File: src/rtl/mips_imem_pkg.sv
// Shared types and constants for the loadable MIPS instruction memory.
package mips_imem_pkg;

    typedef enum logic {
        LOAD = 1'b0,
        RUN  = 1'b1
    } imem_state_e;

    localparam logic [31:0] IMEM_RESET_VECTOR = 32'hBFC00000;
    localparam logic [31:0] HALT_ADDR         = 32'h0;

    // Reverse byte order of a 32-bit word.
    function automatic logic [31:0] bswap32(input logic [31:0] w);
        return {w[7:0], w[15:8], w[23:16], w[31:24]};
    endfunction

endpackage

File: src/rtl/mips_imem_byte_packer.sv
// Packs a big-endian byte stream into 32-bit words; a last byte flushes a
// partial word with its unfilled lower lanes zeroed.
module mips_imem_byte_packer (
    input  logic        clk,
    input  logic        reset_n,
    input  logic        byte_en,
    input  logic [7:0]  byte_in,
    input  logic        byte_last,
    output logic        word_valid,
    output logic [31:0] word
);

    logic [1:0]  idx_q, idx_d;
    logic [23:0] lanes_q, lanes_d;

    always_comb begin
        idx_d      = idx_q;
        lanes_d    = lanes_q;
        word_valid = 1'b0;
        word       = '0;
        case (idx_q)
            2'd0:    word = {byte_in, 24'h0};
            2'd1:    word = {lanes_q[7:0], byte_in, 16'h0};
            2'd2:    word = {lanes_q[15:0], byte_in, 8'h0};
            default: word = {lanes_q[23:0], byte_in};
        endcase
        if (byte_en) begin
            if (byte_last || (idx_q == 2'd3)) begin
                word_valid = 1'b1;
                idx_d      = '0;
                lanes_d    = '0;
            end else begin
                idx_d   = idx_q + 2'd1;
                lanes_d = {lanes_q[15:0], byte_in};
            end
        end
    end

    always_ff @(posedge clk or negedge reset_n) begin
        if (!reset_n) begin
            idx_q   <= '0;
            lanes_q <= '0;
        end else begin
            idx_q   <= idx_d;
            lanes_q <= lanes_d;
        end
    end

endmodule

File: src/rtl/mips_cpu_instr_memory.sv
// Loadable instruction memory: byte-stream program load, then combinational
// fetch service with sticky halt/error flags. IMEM_BYTESWAP_EN selects
// little-endian bus order on instr_readdata.
module mips_cpu_instr_memory
    import mips_imem_pkg::*;
#(
    parameter int unsigned DEPTH     = 64,
    parameter logic [31:0] BASE_ADDR = IMEM_RESET_VECTOR
) (
    input  logic                     clk,
    input  logic                     reset_n,
    input  logic                     load_valid,
    input  logic [7:0]               load_byte,
    input  logic                     load_last,
    output logic                     load_ready,
    output logic                     load_done,
    output logic [$clog2(DEPTH):0]   load_count,
    output logic                     cpu_reset,
    input  logic [31:0]              instr_address,
    output logic [31:0]              instr_readdata,
    output logic                     halted,
    output logic                     fetch_error
);

    localparam int unsigned AW   = $clog2(DEPTH);
    localparam int unsigned CW   = AW + 1;
    localparam logic [31:0] SPAN = 32'(4 * DEPTH);

    imem_state_e       state_q, state_d;
    logic [CW-1:0]     load_count_q, load_count_d;
    logic [DEPTH-1:0]  valid_q, valid_d;
    logic              halted_q, halted_d;
    logic              fetch_error_q, fetch_error_d;
    logic [31:0]       mem_q [DEPTH];

    logic              byte_en;
    logic              word_valid;
    logic [31:0]       word;
    logic [AW-1:0]     wr_ptr;
    logic [AW-1:0]     rd_idx;
    logic [31:0]       offset;
    logic [31:0]       rd_word;
    logic              hit;

    assign byte_en = (state_q == LOAD) && load_valid;
    assign wr_ptr  = load_count_q[AW-1:0];

    mips_imem_byte_packer u_packer (
        .clk        (clk),
        .reset_n    (reset_n),
        .byte_en    (byte_en),
        .byte_in    (load_byte),
        .byte_last  (load_last),
        .word_valid (word_valid),
        .word       (word)
    );

    // Fetch decode; offset cannot wrap once the lower bound check passes.
    always_comb begin
        offset  = instr_address - BASE_ADDR;
        rd_idx  = offset[AW+1:2];
        rd_word = mem_q[rd_idx];
        hit     = (state_q == RUN) && (offset[1:0] == 2'b00) &&
                  (instr_address >= BASE_ADDR) && (offset < SPAN) &&
                  valid_q[rd_idx];
        instr_readdata = '0;
        if (hit) begin
`ifdef IMEM_BYTESWAP_EN
            instr_readdata = bswap32(rd_word);
`else
            instr_readdata = rd_word;
`endif
        end
    end

    // Load sequencing and run-mode flag capture.
    always_comb begin
        state_d       = state_q;
        load_count_d  = load_count_q;
        valid_d       = valid_q;
        halted_d      = halted_q;
        fetch_error_d = fetch_error_q;
        if (state_q == LOAD) begin
            if (word_valid) begin
                valid_d[wr_ptr] = 1'b1;
                load_count_d    = load_count_q + CW'(1);
                if (load_last || (load_count_d == CW'(DEPTH))) begin
                    state_d = RUN;
                end
            end
        end else begin
            if (instr_address == HALT_ADDR) begin
                halted_d = 1'b1;
            end else if (!hit) begin
                fetch_error_d = 1'b1;
            end
        end
    end

    always_ff @(posedge clk or negedge reset_n) begin
        if (!reset_n) begin
            state_q       <= LOAD;
            load_count_q  <= '0;
            valid_q       <= '0;
            halted_q      <= 1'b0;
            fetch_error_q <= 1'b0;
        end else begin
            state_q       <= state_d;
            load_count_q  <= load_count_d;
            valid_q       <= valid_d;
            halted_q      <= halted_d;
            fetch_error_q <= fetch_error_d;
        end
    end

    // Storage array is not reset; the valid bits gate every read.
    always_ff @(posedge clk) begin
        if (word_valid) begin
            mem_q[wr_ptr] <= word;
        end
    end

    assign load_ready  = (state_q == LOAD);
    assign load_done   = (state_q == RUN);
    assign cpu_reset   = (state_q == LOAD);
    assign load_count  = load_count_q;
    assign halted      = halted_q;
    assign fetch_error = fetch_error_q;

endmodule

File: config.mk
export PLATFORM = sky130hd
export DESIGN_NAME = mips_cpu_instr_memory
export DESIGN_NICKNAME = d
export VERILOG_FILES = /design/src/rtl/mips_imem_pkg.sv /design/src/rtl/mips_imem_byte_packer.sv /design/src/rtl/mips_cpu_instr_memory.sv
export SDC_FILE = /design/constraint.sdc
export NUM_CORES = 2
export LEC_CHECK = 0
export ABC_CLOCK_PERIOD_IN_PS = 5400
export BUFFER_PORTS_ARGS = -buffer_cell sky130_fd_sc_hd__buf_2
export CORE_ASPECT_RATIO = 0.7
export CORE_MARGIN = 8
export CORE_UTILIZATION = 55
export CTS_CLUSTER_SIZE = 8
export DETAILED_ROUTE_END_ITERATION = 12
export PLACE_DENSITY = 0.71
export SYNTH_ARGS = -nofsm -noshare
export SYNTH_HDL_FRONTEND = slang
export SYNTH_HIERARCHICAL = 1
export SYNTH_SLANG_ARGS = --single-unit
File: constraint.sdc
create_clock -name clk -period 5.4 [get_ports clk]
set_clock_uncertainty 0.2 [all_clocks]
set_input_delay 0.27 -clock clk [delete_from_list [all_inputs] [get_ports clk]]
set_output_delay 0.27 -clock clk [all_outputs]
set_load 0.05 [all_outputs]
== Word level (Yosys, flattened, before mapping) ==
Memories as Yosys holds them, arrays and structs flattened.
Index checks and enable logic that the tools add are counted.

* Register bits: 100
* Bits in latches: 0
* Memory bits (writable): 2,048
* Bits in read-only memories: 0
* Input port bits: 44
* Output and inout port bits: 44
* Logic and storage cells: 53
* Memories kept: 1

{| class="wikitable"
|+ Memory list
! name !! words !! width !! rd ports !! clocked after memory_dff !! wr ports !! RTL line !! text
|-
| mem_q || 64 || 32 || 1 || 0 || 1 || mips_cpu_instr_memory.sv:34 || <nowiki>logic [31:0] mem_q [DEPTH];</nowiki>
|}

* $add $sub $neg: 3
* Multipliers: 0
* Div/mod/pow operators: 0
* Order comparisons: 5
* Equal/unequal tests: 4
* Shift-type cells: 0
* Multiplexer cells: 15
* Bitwise logic cells: 4
* Reductions and logical operators: 14

{| class="wikitable"
|+ Operators with widths
! cell !! number
|-
| $pmux W32 S3 || 1
|-
| $or A64 B64 Y64 || 1
|-
| $ge A32 B32 Y1 const B || 1
|-
| $logic_not A32 Y1 || 1
|-
| $lt A32 B9 Y1 const B || 1
|-
| $mux W32 || 1
|-
| $sub A32 B32 Y32 const B || 1
|-
| $mux W24 || 1
|-
| $lt A6 B7 Y1 const B || 2
|-
| $mux W1 || 9
|-
| $add A7 B1 Y7 const B || 1
|-
| $eq A7 B7 Y1 const B || 1
|-
| $bmux W1 S6 || 1
|-
| $demux W1 S6 || 1
|-
| $ge A6 B1 Y1 const B || 1
|-
| $logic_and A1 B1 Y1 || 6
|-
| $eq A2 B2 Y1 const B || 2
|-
| $logic_not A2 Y1 || 2
|-
| $reduce_and A2 Y1 || 2
|-
| $not A1 Y1 || 3
|-
| $reduce_and A3 Y1 || 1
|-
| $add A2 B1 Y2 const B || 1
|-
| $eq A2 B1 Y1 const B || 1
|-
| $logic_or A1 B1 Y1 || 2
|-
| $mux W2 || 1
|}

== Depth between registers and ports, before layout ==
* Depth in word-level cells: 8
* Depth in mapped cells: 10
* Mapped depth without buffers: 7

== Modules after synthesis ==
Netlist, hierarchy kept.

{| class="wikitable"
|+ By module, submodules not included
! module !! times used !! cells an instance !! area an instance (µm²) !! seq. area each (µm²)
|-
| mips_cpu_instr_memory || 1 || 3,622 || 80,831.3 || 63,350.8
|-
| mips_imem_byte_packer || 1 || 148 || 1,507.7 || 650.6
|}

== Worst setup path after synthesis ==
Ideal clock, no wire load.

* Path type: register -> register
* Start point: register u_packer.idx_q[0]
* End point: memory mem_q[0][23] (data pin)
* Library setup time: 0.702 ns
* Data arrival time: 3.583 ns
* Required time: 4.498 ns
* Slack: 0.915 ns
* Stages on the path, launching flop included: 6
* Buffers on the path: 1
* Clock period less this slack: 4.485 ns
* Cell sequence: dfrtp_1 -> inv_1 -> ha_1 -> clkbuf_1 -> a22oi_1 -> o21ai_0

* Word-level cells in the longest chain between the ends: 2
* Elaborated cells between the ends (all ways): 4
* Classes of those cells: eq/ne: 2; mux: 1; reduce/logical: 1

{| class="wikitable"
|+ RTL lines
! item !! RTL line !! text
|-
| from (decl) || mips_imem_byte_packer.sv:13 || <nowiki>logic [1:0] idx_q, idx_d;</nowiki>
|-
| from (signal assigned) || mips_imem_byte_packer.sv:44 || <nowiki>idx_q <= idx_d;</nowiki>
|-
| $eq A2 B2 Y1, or another cell as far along || mips_imem_byte_packer.sv:21 || <nowiki>case (idx_q)</nowiki>
|-
| $pmux W32 S3 * || mips_imem_byte_packer.sv:21 ||
|-
| via word[23] || mips_cpu_instr_memory.sv:38 || <nowiki>logic [31:0] word;</nowiki>
|-
| to (decl) || mips_cpu_instr_memory.sv:34 ||
|}

Mark *: on every way through the listed nets, which the timed path passes. The rest lies on a longest branch.

== Worst setup path after layout ==
* Start point: input instr_address[2]
* End point: output instr_readdata[4]

* Word-level cells in the longest chain between the ends: 5
* Elaborated cells between the ends (all ways): 10
* Classes of those cells: add/sub: 1; order compare: 2; mux: 3; reduce/logical: 3; memory: 1

{| class="wikitable"
|+ RTL lines
! item !! RTL line !! text
|-
| from (decl) || mips_cpu_instr_memory.sv:19 || <nowiki>input logic [31:0] instr_address,</nowiki>
|-
| $sub A32 B32 Y32 or $ge A32 B32 Y1 (tied branches) || mips_cpu_instr_memory.sv:60, mips_cpu_instr_memory.sv:64 ||
|-
| $lt A32 B9 Y1, or another cell as far along || mips_cpu_instr_memory.sv:64 || <nowiki>(instr_address >= BASE_ADDR) && (offset < SPAN) &&</nowiki>
|-
| $logic_and A1 B1 Y1 or $mux W1 (tied branches) || mips_cpu_instr_memory.sv:64, mips_cpu_instr_memory.sv:65 ||
|-
| $logic_and A1 B1 Y1 || mips_cpu_instr_memory.sv:64 ||
|-
| $mux W32 * || mips_cpu_instr_memory.sv:67 || <nowiki>if (hit) begin</nowiki>
|-
| to (decl) || mips_cpu_instr_memory.sv:20 || <nowiki>output logic [31:0] instr_readdata,</nowiki>
|}

Mark *: on every way between the ends. The rest lies on a longest branch, timed or not. The select of a mux whose other input is x is not followed.

==> metrics.csv <==
metric,value,unit
slew margin rel.,9.87,%
core outline area,0.148,mm^2
fraction of layout cells with a size suffix above 1,29.7,%
Initial DRC Count,6387,
max-cap violation count,0,
vias in the first global route,42600,
synthesized area,0.0823,mm^2
Vias per Instance,6.82,
largest net degree at the start of global routing,75,
Rows,118,
RSZ-0062 raised after global routing,no,
"commonest non-fill, non-tap cell in the layout",edfxtp_1,
CTS max path bufs,4,
first-pass GRT wire length,305000,um
Max Transition Viols Final,0,
share of flip-flops with an asynchronous set or reset,4.66,%
"Avg Cell Area, Syn",21.8,um^2
CP arrival,3.96,ns
cts bufs inserted,318,
grt ovf,0,
clock slew at reported path FFs,0.04,ns
Worst setup EP type,output port,
pwr/cell area,383,mW/mm^2
Max VDD drop,0.000374,V
H-tree Lvls,5,
Initial Util,55.5,%
Final Total Pwr,36500,uW
Fillers,9551,
setup TNS,0,ns
worst path cell trace,"buf_8, buf_4, buf_4, mux4_2, a22oi_1, a21oi_1, nor4_1, buf_4, nor2_1, buf_2",
drt total wl,212000,um
CTS tree,built,
cts repair resizes,0,
crit path launch type,input port,
"EDFF count, synth",2048,
I/O Pins,88,
via count,42400,
outcome,"finished, final reports clean",
top-area cell type share of the netlist area,74.7,%
Crit-path slowest cell,nor4_1,
Initial DRT Pass Iterations,10,
wire length per cell,34.1,um
"commonest cells after routing, fill and taps aside","edfxtp_1 (2048), mux4_2 (521), clkbuf_16 (325), buf_4 (173), a22oi_1 (147)",
Max Freq,226,MHz
worst-margin pin slew,1.35,ns
Yosys top cell by area,edfxtp_1,
synth top area cells,"edfxtp_1 (75%), mux4_2 (14%), dfrtp_1 (3.0%)",
setup violators final,0,
sequential share of the synthesized area,77.7,%
nets,4220,
cell mode on critical path,buf_4,
Final GP Congestion,0.853,
I/O Buffers,87,
ys flop type,edfxtp_1,
worst-path maximum fanout,70,
Hold Worst Slack,0.194,ns
post-synthesis net count,3819,
setup bufs post-CTS,0,
Die Wd,478,um
Die ar.,0.163,mm^2
final hold violation count,0,
number of synthesized register bits,2148,
Pleak,0.0281,uW
clk_lat worst skew,0.89,ns
CP max stage delay,0.68,ns
clock sink total,2148,
worst hold path class,input port to flip-flop,
initial antenna violation count,5,
DR DRC count,0,
fin crit period,4.43,ns
CP required,4.93,ns
Yosys warnings,6,
synthesis-to-layout area growth,16.0,%
chip height,340,um
crit share post-route,82.0,%
Root Buffer,clkbuf_16,
gr usage total,25.8,%
Detail Route Antenna Nets,0,
Cells after Synth,3770,
Yosys cell types,54,
CP Class,input port to output port,
Post-DP HPWL,120000,um
## path summary, 6_finish.rpt
check,slack (ns),cells past startpoint,to,start
max in group asynchronous,3.72,4,valid_q[8]$_DFFE_PN0P_,reset_n
hold reg to reg,0.25,1,fetch_error$_DFFE_PN0P_,fetch_error$_DFFE_PN0P_
hold / removal,0.19,4,load_done$_DFF_PN0_,load_last
setup / recovery,0.97,10,instr_readdata[4],instr_address[2]
setup reg to reg,1.20,7,mem_q[35][24]$_DFFE_PP_,load_done$_DFF_PN0_
min in group asynchronous,0.27,4,u_packer/lanes_q[16]$_DFFE_PN0P_,reset_n
## timing repair
action | CTS | global route
endpoints found under the setup margin | 0 | 0
hold buffers | 28 | 0
hold endpoints to repair | 217 | 0
## sequential cells by signal, indices dropped and copies added, names as in the netlist
register          flops
u_packer/idx_q        2
u_packer/lanes_q     24
halted                1
valid_q              64
load_done             1
mem_q              2048
fetch_error           1
load_count            7
## power by group
group | switching [uW] | leakage, uW | internal (uW) | total [uW]
sequential | 5.87 | 0.0176 | 18200 | 18200
combinational | 764 | 0.00633 | 410 | 1170
clock | 6520 | 0.00412 | 10700 | 17200
total | 7290 | 0.0281 | 29300 | 36500
## area by class of cell
| cell class | count | area [um^2] | share of cell area (%) |
|---|---|---|---|
| flip-flops and latches | 2148 | 64000 | 67.0 |
| clock buffers | 374 | 8320 | 8.71 |
| multi-input cells | 1378 | 18100 | 18.9 |
| clock inverters | 10 | 109 | 0.114 |
| inverters | 17 | 63.8 | 0.0668 |
| well taps | 1980 | 2480 | 2.59 |
| repair buffers | 308 | 2470 | 2.59 |
| diodes | 1 | 2.50 | 0.00262 |
## cell usage after synthesis, drive strengths merged, types with 19 or more instances
cell / n
o22ai: 37
o21bai: 57
clkbuf: 133
mux2i: 73
a22oi: 147
nand3: 19
nand2: 52
o21ai: 51
nor4: 22
a22o: 30
buf: 94
a21oi: 74
edfxtp: 2048
mux4: 521
dfrtp: 100
nor2: 144
## metrics by stage
stage	setup slack, ns	cell area (um^2)	utilization [%]	std cells
after floorplan	0.915	82300	-	3770
final	0.973	95500	64.4	6216
after global routing	0.773	95500	64.4	6215
after global placement	1.02	86800	58.5	5803
after CTS	0.982	95500	64.4	6215
after detailed placement	1.03	86800	58.5	5803
## metal layers
metal  vias up  global-route usage (%)  routed length (um)
li1      16700                       -                   -
met3       377                    6.03               25700
met2      3045                    38.0               94900
met4         2                    7.87                6040
met5         -                       0                  13
met1     22300                    39.0               85000
## kinds of logic (layout without fill, tap and decap cells)
group                    Yosys count  count (layout)  share of synthesized area [%]
buffers and inverters            244             709                           1.28
XOR/XNOR                           6               6                         0.0638
AO/OA/AOI/OAI                    459             459                           3.89
AND/OR/NAND/NOR                  307             307                           1.73
flip-flops                      2148            2148                           77.7
adder cells (fa/ha/maj)            5               5                         0.0760
multiplexers                     601             601                           15.2
other                              0               1                              0
## worst max-delay path, delay by kind of cell
family,cells,cell delay (ns)
AOI/OAI and AO/OA,2,0.46
buffers and inverters,5,1.82
muxes,1,0.50
and+or+nand+nor,2,0.73
Power figures use the tool's default switching activity.
